$ cat src/rtl/div_pkg.sv
// Shared definitions for the iterative divider: widths and FSM state encoding.
package div_pkg;

  localparam int unsigned DIV_WIDTH = 32;
  localparam int unsigned DIV_CNT_W = 5;

  typedef enum logic [1:0] {
    ST_IDLE = 2'd0,
    ST_CALC = 2'd1,
    ST_FIX  = 2'd2
  } div_state_e;

endpackage

$ cat src/rtl/div_if.sv
// Request/result bundle between the HI/LO stall logic (master) and the divider (slave).
interface div_if
  import div_pkg::*;
#(
  parameter int unsigned WIDTH = DIV_WIDTH
);

  logic             start;
  logic             is_signed;
  logic [WIDTH-1:0] dividend;
  logic [WIDTH-1:0] divisor;
  logic [WIDTH-1:0] q;
  logic [WIDTH-1:0] r;
  logic             busy;
  logic             done;

  modport master (
    output start, is_signed, dividend, divisor,
    input  q, r, busy, done
  );

  modport slave (
    input  start, is_signed, dividend, divisor,
    output q, r, busy, done
  );

endinterface

$ cat src/rtl/divu_iter.sv
// Unsigned restoring division core: one quotient bit per step, plus iteration counter.
// Optional early exit when the quotient is trivially zero is enabled by DIV_FAST_EN.
module divu_iter
  import div_pkg::*;
#(
  parameter int unsigned WIDTH = DIV_WIDTH
) (
  input  logic             clk,
  input  logic             reset,
  input  logic             load,
  input  logic             step,
  input  logic [WIDTH-1:0] a_mag,
  input  logic [WIDTH-1:0] b_mag,
  output logic [WIDTH-1:0] quo,
  output logic [WIDTH-1:0] rem,
  output logic             last
);

  localparam int unsigned CNT_W = $clog2(WIDTH);

  logic [WIDTH-1:0] quo_q, quo_d;
  logic [WIDTH-1:0] rem_q, rem_d;
  logic [WIDTH-1:0] b_q, b_d;
  logic [CNT_W-1:0] cnt_q, cnt_d;
  logic [WIDTH:0]   shifted;
  logic [WIDTH:0]   trial;
  logic             early;

  always_comb begin
    shifted = {rem_q, quo_q[WIDTH-1]};
    trial   = shifted - {1'b0, b_q};
`ifdef DIV_FAST_EN
    // Decided on the first step from latched magnitudes; quo_q still holds |a| here.
    early = (cnt_q == CNT_W'(WIDTH - 1)) && ((b_q == '0) || (quo_q < b_q));
`else
    early = 1'b0;
`endif
    last  = early || (cnt_q == '0);

    quo_d = quo_q;
    rem_d = rem_q;
    b_d   = b_q;
    cnt_d = cnt_q;

    if (load) begin
      quo_d = a_mag;
      rem_d = '0;
      b_d   = b_mag;
      cnt_d = CNT_W'(WIDTH - 1);
    end else if (step) begin
      if (early) begin
        rem_d = quo_q;
        quo_d = '0;
        cnt_d = '0;
      end else begin
        // trial[WIDTH] is the sign of the (WIDTH+1)-bit difference
        if (!trial[WIDTH]) begin
          rem_d = trial[WIDTH-1:0];
          quo_d = {quo_q[WIDTH-2:0], 1'b1};
        end else begin
          rem_d = shifted[WIDTH-1:0];
          quo_d = {quo_q[WIDTH-2:0], 1'b0};
        end
        cnt_d = cnt_q - CNT_W'(1);
      end
    end
  end

  always_ff @(posedge clk or posedge reset) begin
    if (reset) begin
      quo_q <= '0;
      rem_q <= '0;
      b_q   <= '0;
      cnt_q <= '0;
    end else begin
      quo_q <= quo_d;
      rem_q <= rem_d;
      b_q   <= b_d;
      cnt_q <= cnt_d;
    end
  end

  assign quo = quo_q;
  assign rem = rem_q;

endmodule

$ cat src/rtl/div_iter.sv
// Signed/unsigned iterative divider (DIV/DIVU): sign handling around the divu_iter core.
// Build option DIV_FAST_EN (in divu_iter) shortens trivial divisions to two clocks.
module div_iter
  import div_pkg::*;
#(
  parameter int unsigned WIDTH = DIV_WIDTH
) (
  input  logic clk,
  input  logic reset,
  div_if.slave bus
);

  div_state_e       state_q, state_d;
  logic             neg_q_q, neg_q_d;
  logic             neg_r_q, neg_r_d;
  logic             bz_q, bz_d;
  logic             done_q, done_d;
  logic [WIDTH-1:0] q_q, q_d;
  logic [WIDTH-1:0] r_q, r_d;
  logic [WIDTH-1:0] a_mag, b_mag;
  logic [WIDTH-1:0] quo, rem;
  logic             a_neg, b_neg;
  logic             accept;
  logic             core_step;
  logic             core_last;

  always_comb begin
    a_neg  = bus.is_signed && bus.dividend[WIDTH-1];
    b_neg  = bus.is_signed && bus.divisor[WIDTH-1];
    a_mag  = a_neg ? -bus.dividend : bus.dividend;
    b_mag  = b_neg ? -bus.divisor  : bus.divisor;
    accept = bus.start && (state_q == ST_IDLE);

    state_d   = state_q;
    neg_q_d   = neg_q_q;
    neg_r_d   = neg_r_q;
    bz_d      = bz_q;
    q_d       = q_q;
    r_d       = r_q;
    done_d    = 1'b0;
    core_step = 1'b0;

    case (state_q)
      ST_IDLE: begin
        if (accept) begin
          state_d = ST_CALC;
          neg_q_d = a_neg ^ b_neg;
          neg_r_d = a_neg;
          bz_d    = (bus.divisor == '0);
        end
      end
      ST_CALC: begin
        core_step = 1'b1;
        if (core_last) state_d = ST_FIX;
      end
      ST_FIX: begin
        state_d = ST_IDLE;
        done_d  = 1'b1;
        // Divide by zero yields all ones regardless of operand signs
        q_d     = bz_q ? '1 : (neg_q_q ? -quo : quo);
        r_d     = neg_r_q ? -rem : rem;
      end
      default: state_d = ST_IDLE;
    endcase
  end

  always_ff @(posedge clk or posedge reset) begin
    if (reset) begin
      state_q <= ST_IDLE;
      neg_q_q <= 1'b0;
      neg_r_q <= 1'b0;
      bz_q    <= 1'b0;
      done_q  <= 1'b0;
      q_q     <= '0;
      r_q     <= '0;
    end else begin
      state_q <= state_d;
      neg_q_q <= neg_q_d;
      neg_r_q <= neg_r_d;
      bz_q    <= bz_d;
      done_q  <= done_d;
      q_q     <= q_d;
      r_q     <= r_d;
    end
  end

  divu_iter #(
    .WIDTH(WIDTH)
  ) u_core (
    .clk   (clk),
    .reset (reset),
    .load  (accept),
    .step  (core_step),
    .a_mag (a_mag),
    .b_mag (b_mag),
    .quo   (quo),
    .rem   (rem),
    .last  (core_last)
  );

  assign bus.q    = q_q;
  assign bus.r    = r_q;
  assign bus.busy = (state_q != ST_IDLE);
  assign bus.done = done_q;

endmodule

$ cat src/flat_wrapper.sv
// flat-port wrapper written by rule: the top's interface ports become plain ports
module div_iter_flat import div_pkg::*;
#(
  parameter int unsigned WIDTH = DIV_WIDTH
)
  (clk, reset, bus_start, bus_is_signed, bus_dividend, bus_divisor, bus_q, bus_r, bus_busy, bus_done);
  div_if #(.WIDTH(WIDTH)) bus_i ();
  input  logic clk;
  input  logic reset;
  input wire logic [$bits(bus_i.start)-1:0] bus_start;
  input wire logic [$bits(bus_i.is_signed)-1:0] bus_is_signed;
  input wire logic [$bits(bus_i.dividend)-1:0] bus_dividend;
  input wire logic [$bits(bus_i.divisor)-1:0] bus_divisor;
  output wire logic [$bits(bus_i.q)-1:0] bus_q;
  output wire logic [$bits(bus_i.r)-1:0] bus_r;
  output wire logic [$bits(bus_i.busy)-1:0] bus_busy;
  output wire logic [$bits(bus_i.done)-1:0] bus_done;
  assign bus_i.start = bus_start;
  assign bus_i.is_signed = bus_is_signed;
  assign bus_i.dividend = bus_dividend;
  assign bus_i.divisor = bus_divisor;
  assign bus_q = bus_i.q;
  assign bus_r = bus_i.r;
  assign bus_busy = bus_i.busy;
  assign bus_done = bus_i.done;
  div_iter #(.WIDTH(WIDTH)) u_core (.clk(clk), .reset(reset), .bus(bus_i));
endmodule
$ cat config.mk
export PLATFORM = sky130hd
export DESIGN_NAME = div_iter_flat
export DESIGN_NICKNAME = d
export VERILOG_FILES = /design/src/rtl/div_pkg.sv /design/src/rtl/div_if.sv /design/src/rtl/divu_iter.sv /design/src/rtl/div_iter.sv /design/src/flat_wrapper.sv
export SDC_FILE = /design/constraint.sdc
export NUM_CORES = 1
export LEC_CHECK = 0
export CAP_MARGIN = 5
export CORE_MARGIN = 5
export CORE_UTILIZATION = 59
export CTS_BUF_LIST = sky130_fd_sc_hd__clkbuf_8
export CTS_CLUSTER_SIZE = 25
export DETAILED_ROUTE_END_ITERATION = 8
export GPL_ROUTABILITY_DRIVEN = 0
export PLACE_DENSITY = 0.83
export SYNTH_ARGS = -nofsm -noshare
export SYNTH_HDL_FRONTEND = slang
export SYNTH_HIERARCHICAL = 1
export SYNTH_SLANG_ARGS = --single-unit
$ cat constraint.sdc
create_clock -name clk -period 3.9 [get_ports clk]
set_input_delay 0.585 -clock clk [delete_from_list [all_inputs] [get_ports clk]]
set_output_delay 0.585 -clock clk [all_outputs]
set_load 0.02 [all_outputs]
Word level (Yosys, flattened, before mapping)
Index checks and enable logic that the tools add are counted.
Word-level totals
  register bits after elaboration: 171
  bits in latches: 0
  memory bits (writable): 0
  bits in read-only memories: 0
  input bits: 68
  output and inout bits: 66
  word-level logic and storage cells: 50
  memories kept: 0
Cells by class
  $add $sub $neg: 6
  $mul: 0
  divide/modulo/power cells: 0
  order comparisons: 0
  equality and inequality tests: 4
  shift operators: 0
  muxes and demuxes: 18
  bitwise gates (word level): 1
  reductions and logical operators: 10
Operators with widths (count)
  32-bit two-way mux: 10
  32-bit negation: 4
  33-bit by 32-bit subtractor with 33-bit output: 1
  32-bit logical NOT: 1
  5-bit two-way mux: 2
  5-bit logical NOT: 1
  5-bit by 1-bit subtractor with 5-bit output (second input constant): 1
  2-bit two-way mux: 2
  2-bit by 1-bit != test with 1-bit output (second input constant): 2
  2-bit one-hot mux with 2 select lines: 1
  2-bit AND reduction: 2
  2-bit nonzero test: 2
  1-bit logical AND: 3
  1-bit two-way mux: 3
  2-bit by 1-bit == test with 1-bit output (second input constant): 1
  2-bit == test (second input constant): 1
  2-bit logical NOT: 1
  1-bit bitwise XOR: 1

Longest topological paths before layout
Gate-level depths: netlist (run 1).
  word-level depth: 4
  gate-level depth with buffers: 14
  mapped depth without buffers: 12

Cells and area by module
The synthesis (run 1) kept the hierarchy.
By module, submodules not included
  divu_iter: instances 1, cells each 740, area an instance 6433.7 um^2, sequential area each 2527.4 um^2
  div_iter: instances 1, cells each 658, area an instance 5322.6 um^2, sequential area each 1751.7 um^2

Worst setup path before layout (run 1)
Ideal clock, no wire load.
  path kind: register to register
  start: register u_core.u_core.quo_q[31] (netlist: u_core/u_core/quo[31])
  end: register u_core.u_core.rem_q[29] (netlist: u_core/u_core/rem[29])
  setup time: 0.149 ns
  data arrival time: 2.782 ns
  required time: 3.751 ns
  slack: 0.969 ns
  stages on the path, launching flop included: 15
  path buffers: 2
  clock period less this slack: 2.931 ns
  path through: dfrtp_1 inv_1 ha_1 inv_1 fa_1 a211oi_1 o21ai_0 o211ai_1 a21o_2 a21oi_4 or3_1 buf_2 buf_4 o311ai_1 a311oi_2
Between the ends
  longest elaborated chain between the ends: 4
Ends and longest elaborated chain
  from (decl): RTL line divu_iter.sv:21  | logic [WIDTH-1:0] quo_q, quo_d;
  from (signal assigned): RTL line divu_iter.sv:76  | quo_q <= quo_d;
  33-bit by 32-bit subtractor with 33-bit output: RTL line divu_iter.sv:31  | trial = shifted - {1'b0, b_q};
  32-bit two-way mux: RTL line divu_iter.sv:57  | if (!trial[WIDTH]) begin
  32-bit two-way mux: RTL line divu_iter.sv:50  | end else if (step) begin
  32-bit two-way mux: RTL line divu_iter.sv:45  | if (load) begin
  to (signal assigned): RTL line divu_iter.sv:77  | rem_q <= rem_d;
  to (decl): RTL line divu_iter.sv:22  | logic [WIDTH-1:0] rem_q, rem_d;
Every way passes these cells. The select of a mux whose other input is x is not followed.
A chain may end at the register's enable or synchronous reset.

Worst setup path in the final report (run 1)
  start: register u_core.u_core.rem_q[16] (netlist: u_core/u_core/rem[16])
  end: register u_core.u_core.rem_q[24] (netlist: u_core/u_core/rem[24])
Between the ends
  longest elaborated chain between the ends: 4
Ends and longest elaborated chain (RTL line)
  33-bit by 32-bit subtractor with 33-bit output: divu_iter.sv:31
  32-bit two-way mux: divu_iter.sv:57
  32-bit two-way mux: divu_iter.sv:50
  32-bit two-way mux: divu_iter.sv:45
Every way passes these cells. The select of a mux whose other input is x is not followed.

==> run_results.csv, run 1 <==
group,metric,value,unit
status,outcome,"finished clean",
critical_path,startpoint_type,"register",
yosys,syn_area_per_cell,8.409,µm²
floorplan,core_area,19530,µm²
clock_tree,cts_tree,"done",
yosys,post-synth-top-area-cell,"dfrtp_1",
timing,fin_setup_tns,0,ps
power,total_leakage_power,5.692,nW
timing,relSlewSlack,0.2577,
layout,fin_cells,1767,
global_route,grt_pass1_vias,9824,
critical_path,crit_slowest_cell,"dfrtp_1",
yosys,syn_area,11760,µm²
power,powerDensity,748.9,nW/µm²
layout,area_delta_synth_final,16.23,%
yosys,ys_top_cells_by_area,"dfrtp_1 (36%), xor2_1 (6.9%), o21ai_0 (6.7%), nand2_1 (5.0%), ha_1 (4.0%)",
timing,clock.fmax,309.8,MHz
critical_path,endpoint_kind,"register",
yosys,ys_async_sr_fraction,1.000,
worst_hold_path,holdCritPathClass,"register to register",
floorplan,num_rows,51,
detailed_routing,drc,0,
power,switching_share,0.4711,
place,pre_cts_ws,714.6,ps
detailed_routing,drt-total-wl,30160,µm
critical_path,critPathMaxFanout,15,
global_route,grt_usage,0.2660,
timing,slew_viol_final,0,
clock_tree,htreeDepth,4,
timing,holdWs,481.6,ps
place,placed_cell_area,13220,µm²
place,dp_hpwl,22670,µm
yosys,yosys.area.top_type_share,0.3640,
clock_tree,numCtsBuffers,17,
detailed_routing,postRouteAntennaNets,0,
power,p_comb_frac,0.560,
clock_tree,cts_resized,0,
critical_path,critical_path_buf_inv_count,1,
global_route,overflow,0,
yosys,synth_top_flop_cell,"dfrtp_1",
power,switchingPower,4.821,mW
job,drv_cap,0,
yosys,ys_types,75,
clock_tree,clock-sinks,171,
timing,skew,11.59,ps
global_route,grt_max_degree,86,
yosys,syn_inst,1398,
power,p_int,5.413,mW
timing,setup_viol,0,
yosys,synthesis.nets,1505,
power,power.total,10.23,mW
floorplan,die_w,151.2,µm
power,max-vdd-ir-drop,461.9,µV
critical_path,crit_required,4250,ps
floorplan,die_area,22850,µm²
place,io_buffers,133,
layout,final_area,13660,µm²
global_route,antenna_found_initial,0,
detailed_routing,wl_per_cell,17.07,µm
yosys,synth_edf_count,0,
layout,drive_above_1_share,0.05659,
clock_tree,path_clk_slew,90,ps
critical_path,crit_top_cell,"a21oi_1",
critical_path,worstPathArrival,3580,ps
critical_path,path_class,"register to register",
critical_path,max_stage_delay,500,ps
layout,n_antenna_cell,0,
critical_path,crit_chain,"ha_1 > a21oi_1 > o21ai_0 > a221oi_2 > a21o_2 > a21oi_4 > o21ai_2 > buf_4 > a21oi_1 > or3_1",
power,pwr-share-clk,0.135,
timing,finalCriticalPeriod,3228,ps
clock_tree,insertion_delay,470,ps
critical_path,crit_family,"compound AO/OA/AOI/OAI gates",
yosys,ys_seq_elements,171,
yosys,synth_warnings,6,
layout,nNetsFinal,1596,
detailed_routing,routed-via-count,10830,
power,sequentialPowerShare,0.305,
place,placedCellCount,1735,
clock_tree,cts_root_buf,"clkbuf_8",
clock_tree,clockBufferDepth,2,
timing,hold_viol_final,0,
yosys,ys_seq_area_frac,0.3640,
timing,final.setup.worst_slack,671.7,ps
floorplan,die_h,151.2,µm
floorplan,io_pins,134,
timing,post-route-period-util,0.8278,
timing,rsz0062_at_grt,"no",
detailed_routing,drt_iter0_markers,1019,
clock_tree,cts_hold_buf,0,
floorplan,floorplan.initialDensity,0.6021,
timing,tightest_slew,1112,ps
detailed_routing,dr.pass1.iters,5,
clock_tree,cts_setup_buffers,0,
global_route,grt_pass1_wl,49110,µm
detailed_routing,vias_per_cell,6.129,
layout,postLayoutCoreUtil,0.6998,
worst min-delay path, cell delays in order (launching register included):
cell and delay, ps:
dfrtp_1 350, nand2_1 50, o21ai_0 60
area by class of cell:
cell class | instances | area (µm²)
repair buffers | 155 | 1496
well taps | 265 | 331.6
clock inverters | 13 | 178.9
inverters | 61 | 235.2
clock buffers | 19 | 261.5
flip-flops and latches | 171 | 4279
fillers | 1605 | 5862
multi-input cells | 1083 | 6882
flip-flops by register name (all words and copies together), names as in the netlist:
name and count:
u_core/u_core/quo 32, u_core/bus.r 32, u_core/u_core/cnt_q 5, u_core/bus.done 1
u_core/bz_q 1, u_core/bus.q 32, u_core/state_q 2, u_core/u_core/rem 32
u_core/neg_q_q 1, u_core/u_core/b_q 32, u_core/neg_r_q 1
path summary, 6_finish.rpt:
path,from,end,slack (ps),cells after the start
worst max-delay path,u_core/u_core/rem[16],u_core/u_core/rem[24],670,10
worst min-delay path,u_core/bus.r[3],u_core/bus.r[3],480,2
worst max register to register,u_core/u_core/rem[16],u_core/u_core/rem[24],670,10
worst min register to register,u_core/bus.r[3],u_core/bus.r[3],480,2
max in group asynchronous,reset,u_core/u_core/rem[8],2430,3
min in group asynchronous,reset,u_core/bus.r[28],590,2
cells in the mapped netlist, drive strengths merged (6+ instances only):
library cell,count
o21ai,168
a31oi,12
nor2b,7
nor3,32
nand4,14
or4,13
o21a,7
a311oi,28
ha,38
nand3,41
and2,6
inv,61
buf,27
o41ai,19
nand2b,18
nor4,19
a21o,10
or3,15
nor3b,9
xor2,92
a21oi,88
clkbuf,56
nor2,109
mux2i,36
nand2,159
dfrtp,171
xnor2,50
o31ai,33
power by group through the flow:
stage          combinational [mW]  sequential, mW  clock, mW
3_5_place_dp                 5.55            3.11          0
5_1_grt                      6.32            3.18       1.49
4_1_cts                      5.59            3.07       1.41
2_1_floorplan                4.50            2.81          0
3_3_place_gp                 5.40            3.07          0
6_report                     5.73            3.12       1.38
layout by cell type (no fill, tap or decap), types with 31 or more instances in the layout:
| master | instances |
|---|---|
| nand3_1 | 41 |
| xnor2_1 | 50 |
| clkdlybuf4s50_1 | 133 |
| nor2_1 | 108 |
| o31ai_1 | 33 |
| xor2_1 | 92 |
| ha_1 | 38 |
| o21ai_0 | 158 |
| dfrtp_1 | 171 |
| nor3_1 | 31 |
| nand2_1 | 158 |
| mux2i_1 | 36 |
| inv_1 | 57 |
| a21oi_1 | 85 |
per-layer routing:
metal | global-route usage | vias to the layer above | wire, µm
met1 | 0.4037 | 5108 | 13910
met5 | 0 | - | 0
li1 | - | 5193 | -
met4 | 0.08114 | 0 | 580
met2 | 0.3871 | 481 | 13070
met3 | 0.04847 | 48 | 2603
cells by family (layout without fill, tap and decap cells):
logic type / count (synthesis) / in the layout / share of synthesized area
AO/OA/AOI/OAI: 398 / 398 / 0.2125
multiplexers: 39 / 39 / 0.03353
XOR/XNOR: 142 / 142 / 0.1058
AND/OR/NAND/NOR: 465 / 465 / 0.1906
flip-flops: 171 / 171 / 0.3640
adder cells (fa/ha/maj): 39 / 39 / 0.04215
buffers and inverters: 144 / 248 / 0.05140
No activity file was read; power rests on OpenSTA's default activity.
==> run 2: changes to the inputs <==
--- a/config.mk
+++ b/config.mk
@@ -7,12 +7,12 @@
 export LEC_CHECK = 0
 export CAP_MARGIN = 5
 export CORE_MARGIN = 5
-export CORE_UTILIZATION = 59
+export CORE_UTILIZATION = 53
 export CTS_BUF_LIST = sky130_fd_sc_hd__clkbuf_8
 export CTS_CLUSTER_SIZE = 25
 export DETAILED_ROUTE_END_ITERATION = 8
 export GPL_ROUTABILITY_DRIVEN = 0
-export PLACE_DENSITY = 0.83
+export PLACE_DENSITY = 0.79
 export SYNTH_ARGS = -nofsm -noshare
 export SYNTH_HDL_FRONTEND = slang
 export SYNTH_HIERARCHICAL = 1
==> constraint.sdc (replaced) <==
create_clock -name clk -period 2.7 [get_ports clk]
set_input_delay 0.405 -clock clk [delete_from_list [all_inputs] [get_ports clk]]
set_output_delay 0.405 -clock clk [all_outputs]
set_load 0.02 [all_outputs]
==> run_results.csv, run 2 (same netlist as run 1, synthesis figures left out) <==
group,metric,value,unit
critical_path,crit_family,"compound AO/OA/AOI/OAI gates",
timing,slew_viol_final,0,
detailed_routing,vias_per_cell,6.143,
timing,skew,16.63,ps
power,powerDensity,1235,nW/µm²
critical_path,rr_worst_depth,15,
place,dp_hpwl,24650,µm
layout,drive_above_1_share,0.1839,
critical_path,crit_top_cell,"buf_4",
layout,layout_commonest_cell,"dfrtp_1",
timing,relSlewSlack,0.3550,
critical_path,r2r_start,"u_core/u_core/quo[31]",
layout,layout_common_cells,"dfrtp_1 (170), nand2_1 (158), buf_4 (140)",
place,pre_cts_ws,-234.1,ps
clock_tree,numCtsBuffers,17,
floorplan,die_h,158.9,µm
critical_path,crit_slowest_cell,"dfrtp_1",
clock_tree,cts_hold_buf,0,
power,power.total,19.07,mW
status,violations,"negative setup slack",
floorplan,die_w,158.9,µm
job,drv_cap,0,
worst_hold_path,holdCritPathClass,"input port to asynchronous set/reset pin",
critical_path,endpoint_kind,"register",
clock_tree,cts_tree,"done",
global_route,grt_pass1_wl,55770,µm
floorplan,floorplan.initialDensity,0.5387,
timing,finalCriticalPeriod,3113,ps
critical_path,crit_required,3070,ps
timing,clock.fmax,321.2,MHz
timing,setup_viol,33,
place,placed_cell_area,14240,µm²
power,total_leakage_power,6.513,nW
layout,final_area,15440,µm²
place,io_buffers,133,
power,max-vdd-ir-drop,763.2,µV
clock_tree,htreeDepth,4,
layout,nNetsFinal,1736,
timing,holdWs,366.4,ps
critical_path,startpoint_type,"register",
global_route,antenna_found_initial,0,
detailed_routing,drc,0,
critical_path,max_stage_delay,410,ps
detailed_routing,drt-total-wl,36520,µm
critical_path,critPathMaxFanout,3,
critical_path,critical_path_buf_inv_count,5,
critical_path,rr_endpoint,"u_core/u_core/rem[18]",
clock_tree,clockBufferDepth,2,
detailed_routing,dr.pass1.iters,9,
global_route,grt_use_met2,0.4031,
clock_tree,clock-sinks,171,
layout,n_antenna_cell,0,
timing,final.setup.worst_slack,-413.4,ps
status,outcome,"complete, but fails checks",
timing,post-route-period-util,1.153,
detailed_routing,drt_iter0_markers,1522,
critical_path,crit_chain,"inv_2 > ha_4 > inv_2 > fa_2 > a211oi_2 > buf_4 > buf_4 > buf_4 > o21a_4 > nand2_1 > a21oi_2 > o21bai_2 > mux2_4 > nand4_1 > a311oi_1",
global_route,grt_pass1_vias,10890,
floorplan,die_area,25260,µm²
floorplan,io_pins,134,
clock_tree,path_clk_slew,100,ps
detailed_routing,wl_per_cell,19.00,µm
critical_path,path_class,"register to register",
detailed_routing,postRouteAntennaNets,0,
global_route,grt_max_degree,102,
detailed_routing,routed-via-count,11810,
global_route,overflow,0,
critical_path,regToRegSetupSlack,-410,ps
timing,rsz0062_at_grt,"yes",
timing,tightest_slew,967.5,ps
global_route,grt.busiest_layer,"met2",
floorplan,num_rows,54,
global_route,grt_util_met1,0.3776,
floorplan,core_area,21820,µm²
clock_tree,cts_root_buf,"clkbuf_8",
global_route,use_met3,0.05592,
critical_path,worstPathArrival,3480,ps
clock_tree,insertion_delay,480,ps
timing,hold_viol_final,0,
global_route,grt_usage,0.2622,
layout,area_delta_synth_final,31.31,%
==> run 2: cell count changes in the layout (fill, tap and decap cells not counted), sizes merged <==
cell      delta
inv          -2
clkbuf       +1
clkinv       +3
bufinv       -3
buf        +138
clkinvlp     +3
==> run 2: through the flow <==
stage	setup TNS [ps]	util	std cells
CTS	-2105	0.6882	1914
detailed placement	-4686	0.6527	1866
global route	-11310	0.7074	1922
finish	-9358	0.7074	1922
global placement	-2239	0.6527	1866
floorplan	-904.7	-	1398
==> run 2: metal layers <==
metal  vias up  wire, µm
li1       5463         -
met1      5548     15250
met2       667     16350
met3       128      3638
met4         0      1279
met5         -         0
==> run 2: cell type report <==
type / instances / area, µm²
tap: 280 / 350.3
multi-input combinational: 1083 / 7417
sequential: 171 / 4280
timing repair buffer: 295 / 2773
clock inverter: 14 / 132.6
clock buffer: 18 / 247.7
inverter: 61 / 236.5
fill: 1640 / 6386
==> run 2: worst max path at each step <==
stage / startpoint / endpoint / slack (ps) / depth (start not counted)
after CTS: u_core/u_core/quo[31] / u_core/u_core/rem[30] / -120 / 15
after global placement: u_core/u_core/rem[24] / u_core/u_core/rem[17] / -180 / 10
final: u_core/u_core/quo[31] / u_core/u_core/rem[18] / -410 / 15
after detailed placement: u_core/u_core/rem[17] / u_core/u_core/rem[11] / -230 / 10
after floorplan: u_core/u_core/quo[31] / u_core/u_core/rem[29] / -60 / 14
after global routing: u_core/u_core/quo[31] / u_core/u_core/rem[18] / -440 / 14
==> run 2: what timing repair did <==
action,CTS,global route
setup buffers,13,8
endpoints found under the setup margin,33,34
gates resized for setup,49,72
pin swaps,17,44
cloned,3,3
==> run 2: power breakdown <==
group	internal (mW)	switching (mW)	total (mW)
Sequential	3.31	1.00	4.31
Combinational	6.14	6.86	13.0
Clock	0.696	1.06	1.76
Total	10.1	8.93	19.1
==> run 3: changes to the inputs <==
--- a/config.mk
+++ b/config.mk
@@ -9,7 +9,6 @@
 export CORE_MARGIN = 5
 export CORE_UTILIZATION = 53
 export CTS_BUF_LIST = sky130_fd_sc_hd__clkbuf_8
-export CTS_CLUSTER_SIZE = 25
 export DETAILED_ROUTE_END_ITERATION = 8
 export GPL_ROUTABILITY_DRIVEN = 0
 export PLACE_DENSITY = 0.79
==> results of run 3 <==
Same layout as run 2: the final DEF is identical, and so are final timing and power.
